===== src/rtl/la_pkg.sv =====
// Shared definitions for the logic-analyzer capture path: default sample width,
// capture state encoding and buffer depth derivation.
package la_pkg;

  // Default sample width, kept in step with DATA_WIDTH in define.v.
  localparam int LA_DATA_WIDTH = 8;

  typedef enum logic [2:0] {
    ST_IDLE  = 3'd0,
    ST_FILL  = 3'd1,
    ST_ARMED = 3'd2,
    ST_POST  = 3'd3,
    ST_DONE  = 3'd4,
    ST_READ  = 3'd5
  } la_state_t;

  function automatic int la_depth(input int addr_width);
    return 1 << addr_width;
  endfunction

endpackage


===== src/rtl/trigger_match.sv =====
// Masked-value trigger comparator; force_trig overrides the compare.
module trigger_match
  import la_pkg::*;
#(
  parameter int DATA_WIDTH = LA_DATA_WIDTH
) (
  input  logic [DATA_WIDTH-1:0] data,
  input  logic [DATA_WIDTH-1:0] mask,
  input  logic [DATA_WIDTH-1:0] value,
  input  logic                  force_trig,
  output logic                  match
);

  assign match = (((data ^ value) & mask) == '0) || force_trig;

endmodule


===== src/rtl/capture_controller.sv =====
// Logic-analyzer capture sequencer: ring-buffer pre-trigger fill, trigger detect,
// post-trigger count, then chronological readout of the captured window.
module capture_controller
  import la_pkg::*;
#(
  parameter int DATA_WIDTH = LA_DATA_WIDTH,
  parameter int ADDR_WIDTH = 9
) (
  input  logic                  clk,
  input  logic                  reset,
  input  logic                  arm,
  input  logic                  abort,
  input  logic                  force_trig,
  input  logic [DATA_WIDTH-1:0] trig_mask,
  input  logic [DATA_WIDTH-1:0] trig_value,
  input  logic [ADDR_WIDTH-1:0] pre_count,
  input  logic [ADDR_WIDTH-1:0] post_count,
  input  logic [DATA_WIDTH-1:0] i_data,
  input  logic                  rd_next,
  output logic                  wr_en,
  output logic [ADDR_WIDTH-1:0] wr_addr,
  output logic [DATA_WIDTH-1:0] wr_data,
  output logic                  mem_rd_en,
  output logic [ADDR_WIDTH-1:0] mem_rd_addr,
  output logic                  o_valid,
  output logic                  o_last,
  output logic [ADDR_WIDTH-1:0] trig_addr,
  output logic                  busy,
  output logic                  done
);

  localparam int                  DEPTH    = la_depth(ADDR_WIDTH);
  localparam logic [ADDR_WIDTH:0] DEPTH_M1 = (ADDR_WIDTH+1)'(DEPTH - 1);
  localparam logic [ADDR_WIDTH-1:0] ONE_A  = ADDR_WIDTH'(1);
  localparam logic [ADDR_WIDTH:0]   ONE_L  = (ADDR_WIDTH+1)'(1);

  la_state_t             state, state_nxt;
  logic [ADDR_WIDTH-1:0] ptr, fill_cnt, pre_l, post_eff, remaining, rd_ptr;
  logic [ADDR_WIDTH:0]   rd_left;
  logic                  rd_last_p0;
  logic                  match;
  logic                  arm_go, capture, trig_hit, rd_enter, rd_issue;

  // Limit the post-trigger count so pre + post + 1 never exceeds the ring.
  function automatic logic [ADDR_WIDTH-1:0] clamp_post(input logic [ADDR_WIDTH-1:0] pre,
                                                       input logic [ADDR_WIDTH-1:0] post);
    logic [ADDR_WIDTH:0] room;
    room = DEPTH_M1 - {1'b0, pre};
    if ({1'b0, post} > room) return room[ADDR_WIDTH-1:0];
    return post;
  endfunction

  function automatic logic [ADDR_WIDTH:0] win_len(input logic [ADDR_WIDTH-1:0] pre,
                                                  input logic [ADDR_WIDTH-1:0] post);
    return {1'b0, pre} + {1'b0, post} + ONE_L;
  endfunction

  trigger_match #(.DATA_WIDTH(DATA_WIDTH)) u_trigger_match (
    .data       (i_data),
    .mask       (trig_mask),
    .value      (trig_value),
    .force_trig (force_trig),
    .match      (match)
  );

  always_ff @(posedge clk or negedge reset) begin
    if (!reset) state <= ST_IDLE;
    else        state <= state_nxt;
  end

  always_comb begin
    state_nxt = state;
    arm_go    = 1'b0;
    capture   = 1'b0;
    trig_hit  = 1'b0;
    rd_enter  = 1'b0;
    rd_issue  = 1'b0;
    if (abort) begin
      state_nxt = ST_IDLE;
    end else begin
      case (state)
        ST_IDLE: begin
          if (arm) begin
            arm_go    = 1'b1;
            state_nxt = (pre_count == '0) ? ST_ARMED : ST_FILL;
          end
        end
        ST_FILL: begin
          capture = 1'b1;
          if (fill_cnt + ONE_A == pre_l) state_nxt = ST_ARMED;
        end
        ST_ARMED: begin
          capture = 1'b1;
          if (match) begin
            trig_hit  = 1'b1;
            state_nxt = (post_eff == '0) ? ST_DONE : ST_POST;
          end
        end
        ST_POST: begin
          capture = 1'b1;
          if (remaining == ONE_A) state_nxt = ST_DONE;
        end
        ST_DONE: begin
          if (arm) begin
            arm_go    = 1'b1;
            state_nxt = (pre_count == '0) ? ST_ARMED : ST_FILL;
          end else if (rd_next) begin
            rd_enter  = 1'b1;
            state_nxt = ST_READ;
          end
        end
        ST_READ: begin
          if (rd_next) begin
            rd_issue = 1'b1;
            if (rd_left == ONE_L) state_nxt = ST_DONE;
          end
        end
        default: state_nxt = ST_IDLE;
      endcase
    end
  end

  // Capture stage: RAM write port and ring bookkeeping
  always_ff @(posedge clk or negedge reset) begin
    if (!reset) begin
      wr_en     <= 1'b0;
      wr_addr   <= '0;
      wr_data   <= '0;
      ptr       <= '0;
      fill_cnt  <= '0;
      pre_l     <= '0;
      post_eff  <= '0;
      remaining <= '0;
      trig_addr <= '0;
    end else begin
      wr_en <= capture;
      if (arm_go) begin
        ptr      <= '0;
        fill_cnt <= '0;
        pre_l    <= pre_count;
        post_eff <= clamp_post(pre_count, post_count);
      end
      if (capture) begin
        wr_addr <= ptr;
        wr_data <= i_data;
        ptr     <= ptr + ONE_A;
      end
      if (capture && state == ST_FILL) fill_cnt <= fill_cnt + ONE_A;
      if (trig_hit) begin
        trig_addr <= ptr;
        remaining <= post_eff;
      end
      if (capture && state == ST_POST) remaining <= remaining - ONE_A;
    end
  end

  // Readout stage p0: read request; p1: RAM data on the bus with o_valid/o_last
  always_ff @(posedge clk or negedge reset) begin
    if (!reset) begin
      rd_ptr      <= '0;
      rd_left     <= '0;
      mem_rd_en   <= 1'b0;
      mem_rd_addr <= '0;
      rd_last_p0  <= 1'b0;
      o_valid     <= 1'b0;
      o_last      <= 1'b0;
    end else begin
      if (rd_enter) begin
        rd_ptr  <= trig_addr - pre_l;
        rd_left <= win_len(pre_l, post_eff);
      end
      mem_rd_en  <= rd_issue;
      rd_last_p0 <= rd_issue && (rd_left == ONE_L);
      if (rd_issue) begin
        mem_rd_addr <= rd_ptr;
        rd_ptr      <= rd_ptr + ONE_A;
        rd_left     <= rd_left - ONE_L;
      end
      o_valid <= mem_rd_en;
      o_last  <= rd_last_p0;
    end
  end

  assign busy = (state == ST_FILL) || (state == ST_ARMED) || (state == ST_POST) || (state == ST_READ);
  assign done = (state == ST_DONE);

endmodule


===== config.mk =====
export PLATFORM = sky130hd
export DESIGN_NAME = capture_controller
export DESIGN_NICKNAME = d
export VERILOG_FILES = /design/src/rtl/la_pkg.sv /design/src/rtl/trigger_match.sv /design/src/rtl/capture_controller.sv
export SDC_FILE = /design/constraint.sdc
export NUM_CORES = 1
export LEC_CHECK = 0
export BUFFER_PORTS_ARGS = -buffer_cell sky130_fd_sc_hd__buf_2
export CAP_MARGIN = 20
export CORE_MARGIN = 8
export CORE_UTILIZATION = 45
export CTS_CLUSTER_SIZE = 16
export DETAILED_ROUTE_END_ITERATION = 7
export HOLD_SLACK_MARGIN = 0.08
export PLACE_DENSITY = 0.65
export SKIP_LAST_GASP = 1
export SYNTH_ARGS = -nofsm -noshare
export SYNTH_HDL_FRONTEND = slang
export SYNTH_SLANG_ARGS = --single-unit
export TNS_END_PERCENT = 30

===== constraint.sdc =====
create_clock -name clk -period 2.8 [get_ports clk]
set_input_delay 0.14 -clock clk [delete_from_list [all_inputs] [get_ports clk]]
set_output_delay 0.14 -clock clk [all_outputs]
set_load 0.02 [all_outputs]

==> impl_metrics.py <==
metrics = {
    "place": {
        "place_area_mm2": 0.00685,
        "place.gp.congestion": 0.865,
        "io_buffer_count": 88,
        "dp_hpwl_um": 12200,
    },
    "yosys": {
        "synth_edf_count": 0,
        "yosysWarnings": 0,
        "ys_top_cells_by_area": "dfrtp_1 43%, nand2_1 8.2%, ha_1 6.7%, o21ai_0 6.6%, a21oi_1 3.2%",
        "synth.distinct_cells": 61,
        "seq_area_frac_synth_pct": 43.4,
        "syn_inst": 710,
        "syn_area_mm2": 0.00617,
        "synth_top_cell_area_share_pct": 43.4,
        "ys_ff_latch": 107,
        "yosysTopAreaCell": "dfrtp_1",
        "syn_avg_cell_area_um2": 8.69,
        "async_flop_share_pct": 100,
        "synth-main-ff-cell": "dfrtp_1",
        "synth_nets": 793,
    },
    "die": {
        "ios": 89,
        "core_area_mm2": 0.0137,
        "die_x_um": 133,
        "die_h_um": 133,
        "rows": 43,
        "initial_utilization_pct": 45.2,
        "dieArea_mm2": 0.0177,
    },
    "outcome": {
        "status": "complete, no violations",
    },
    "layout": {
        "layout_commonest_cell": "nand2_1",
        "drive_above_1_share_pct": 15.9,
        "antenna_cells": 0,
        "post-route-cell-area_mm2": 0.00732,
        "area_growth_pct": 18.6,
        "utilization_pct": 53.6,
        "nNetsFinal": 894,
        "final_cell_mix": "135 x nand2_1, 107 x dfrtp_1, 87 x buf_2",
    },
    "detailed_routing": {
        "drcViolationCount": 0,
        "drt_iter0_drc": 474,
        "ant_nets": 0,
        "vias_per_cell": 5.57,
        "routed_wl_um": 16400,
        "firstDrtPassIters": 5,
        "via_count": 5549,
        "wl_per_cell_um": 16.4,
    },
    "worst_setup_path": {
        "critical_path_class": "register to register",
        "path_max_fanout": 9,
        "critPathRequiredTime_ns": 3.03,
        "start_kind": "register",
        "end_kind": "register",
        "arrival_ns": 2.72,
    },
    "sta": {
        "setup_tns_ns": 0,
        "relSlewSlack_pct": 43.6,
        "post-route-period-util_pct": 88.8,
        "worst_slew_pin_slew_ns": 0.846,
        "fin_crit_ns": 2.49,
        "hold_violations": 0,
        "finalMaxSlewViolations": 0,
        "timing.fmax_mhz": 402,
        "clock_skew_ns": 0.00787,
        "finalSetupViolCount": 0,
        "grt_setup_unrepaired": "false",
    },
    "power_and_ir_drop": {
        "power_leakage_uw": 0.00356,
        "peakVddDrop_uv": 452,
        "p_total_uw": 6480,
        "p_per_area_mw_per_mm2": 885,
    },
    "cts": {
        "cts_htree_levels": 3,
        "cts_resized": 0,
        "numCtsBuffers": 9,
        "insertion_delay_ns": 0.35,
        "post-cts-setup-buffers": 0,
        "cts-root-buf": "clkbuf_16",
        "path_clk_slew_ns": 0.07,
        "clockBufferDepth": 2,
        "clkSinkCount": 107,
        "cts_tree": "yes",
    },
    "global_route": {
        "antenna_found_initial": 0,
        "grt_max_degree": 67,
        "gr-total-overflow": 0,
        "grt_pass1_wl_um": 27200,
        "grt_pass1_vias": 5642,
        "grt_use_total_pct": 18.7,
    },
    "worst_hold_path": {
        "min_path_type": "input pin to register",
    },
    "flow_run": {
        "maxCapViolations": 0,
    },
}
-- sequential cells by signal, summed over array words and instances, names as in the netlist, 3 cells and up --
signal       flops
rd_left         10
fill_cnt         9
mem_rd_addr      9
post_eff         9
pre_l            9
ptr              9
rd_ptr           9
remaining        9
trig_addr        9
wr_addr          9
wr_data          8
state            3
-- area by class of cell --
class,instances,area (um2)
clock buffers,10,239
clock inverters,6,77.6
fillers,1326,6340
inverters,28,105
multi-input cells,547,3280
flip-flops and latches,107,2680
well taps,180,225
repair buffers,118,721
-- path summary, 6_finish.rpt --
kind	start	depth (start not counted)	slack, ns	endpoint
max	fill_cnt[0]$_DFFE_PN0P_	8	0.31	state[0]$_DFFE_PN0P_
min	pre_count[7]	3	0.1	pre_l[7]$_DFFE_PN0P_
max reg2reg	fill_cnt[0]$_DFFE_PN0P_	8	0.31	state[0]$_DFFE_PN0P_
min reg2reg	rd_last_p0$_DFF_PN0_	0	0.35	o_last$_DFF_PN0_
max in group asynchronous	reset	3	1.64	post_eff[4]$_DFFE_PN0P_
min in group asynchronous	reset	2	0.44	mem_rd_addr[8]$_DFFE_PN0P_
-- synthesized netlist by cell type, types with 5 or more instances --
| cell type | n |
|---|---|
| clkbuf_1 | 20 |
| and3_1 | 6 |
| nor4_1 | 9 |
| nor3_1 | 18 |
| nor2b_1 | 9 |
| a21oi_1 | 40 |
| inv_1 | 27 |
| mux2_2 | 7 |
| o31ai_1 | 5 |
| dfrtp_1 | 107 |
| or3_1 | 6 |
| xnor2_1 | 15 |
| nand2_1 | 135 |
| nor2_1 | 44 |
| a31oi_1 | 17 |
| nand2b_1 | 10 |
| ha_1 | 33 |
| o21ai_0 | 82 |
| a22oi_1 | 5 |
| nand3_1 | 16 |
| nand4_1 | 9 |
| xor2_1 | 12 |
-- routing by layer --
layer	vias up	part of all wire (%)	wire length [um]	track usage (%)
li1	2730	-	-	-
met1	2616	45	7400	23.8
met2	174	46	7600	29.6
met3	29	6.1	996	4.56
met4	0	2.4	396	8.23
met5	-	0	0	0
-- critical path: stages, from the launching register on --
cell	delay [ns]
dfrtp_1	0.44
ha_1	0.25
nand3_1	0.25
o31a_1	0.36
o41a_1	0.37
nor3_1	0.38
nand2_1	0.12
nor2_1	0.13
a211oi_1	0.07
-- report_power, final --
part,total (uW),internal [uW],leakage [uW],switching (uW)
Sequential,2420,1920,0.00142,491
Clock,1350,736,0.000153,617
Combinational,2710,1140,0.00199,1560
-- cells by family after synthesis --
| logic type | count (synthesis) | share of synthesized area (%) |
|---|---|---|
| AND/OR/NAND/NOR | 283 | 21.5 |
| flip-flops | 107 | 43.4 |
| XOR/XNOR | 27 | 3.83 |
| AO/OA/AOI/OAI | 193 | 18.8 |
| adder cells (fa/ha/maj) | 35 | 7.34 |
| multiplexers | 9 | 1.60 |
| buffers and inverters | 56 | 3.53 |
-- stage by stage --
stage / std cells / setup slack (ns) / hold WS [ns]
after detailed placement: 964 / 0.395 / 0.308
after floorplan: 710 / 0.582 / -0.156
final: 996 / 0.312 / 0.0965
after global placement: 964 / 0.446 / 0.298
after CTS: 996 / 0.355 / 0.0808
after global routing: 996 / 0.157 / 0.111
-- repair_timing --
| item | CTS | global route |
|---|---|---|
| endpoints found under the setup margin | 0 | 0 |
| endpoints found under the hold margin | 80 | 0 |
| hold buffers | 16 | 0 |
Power figures use the tool's default switching activity.
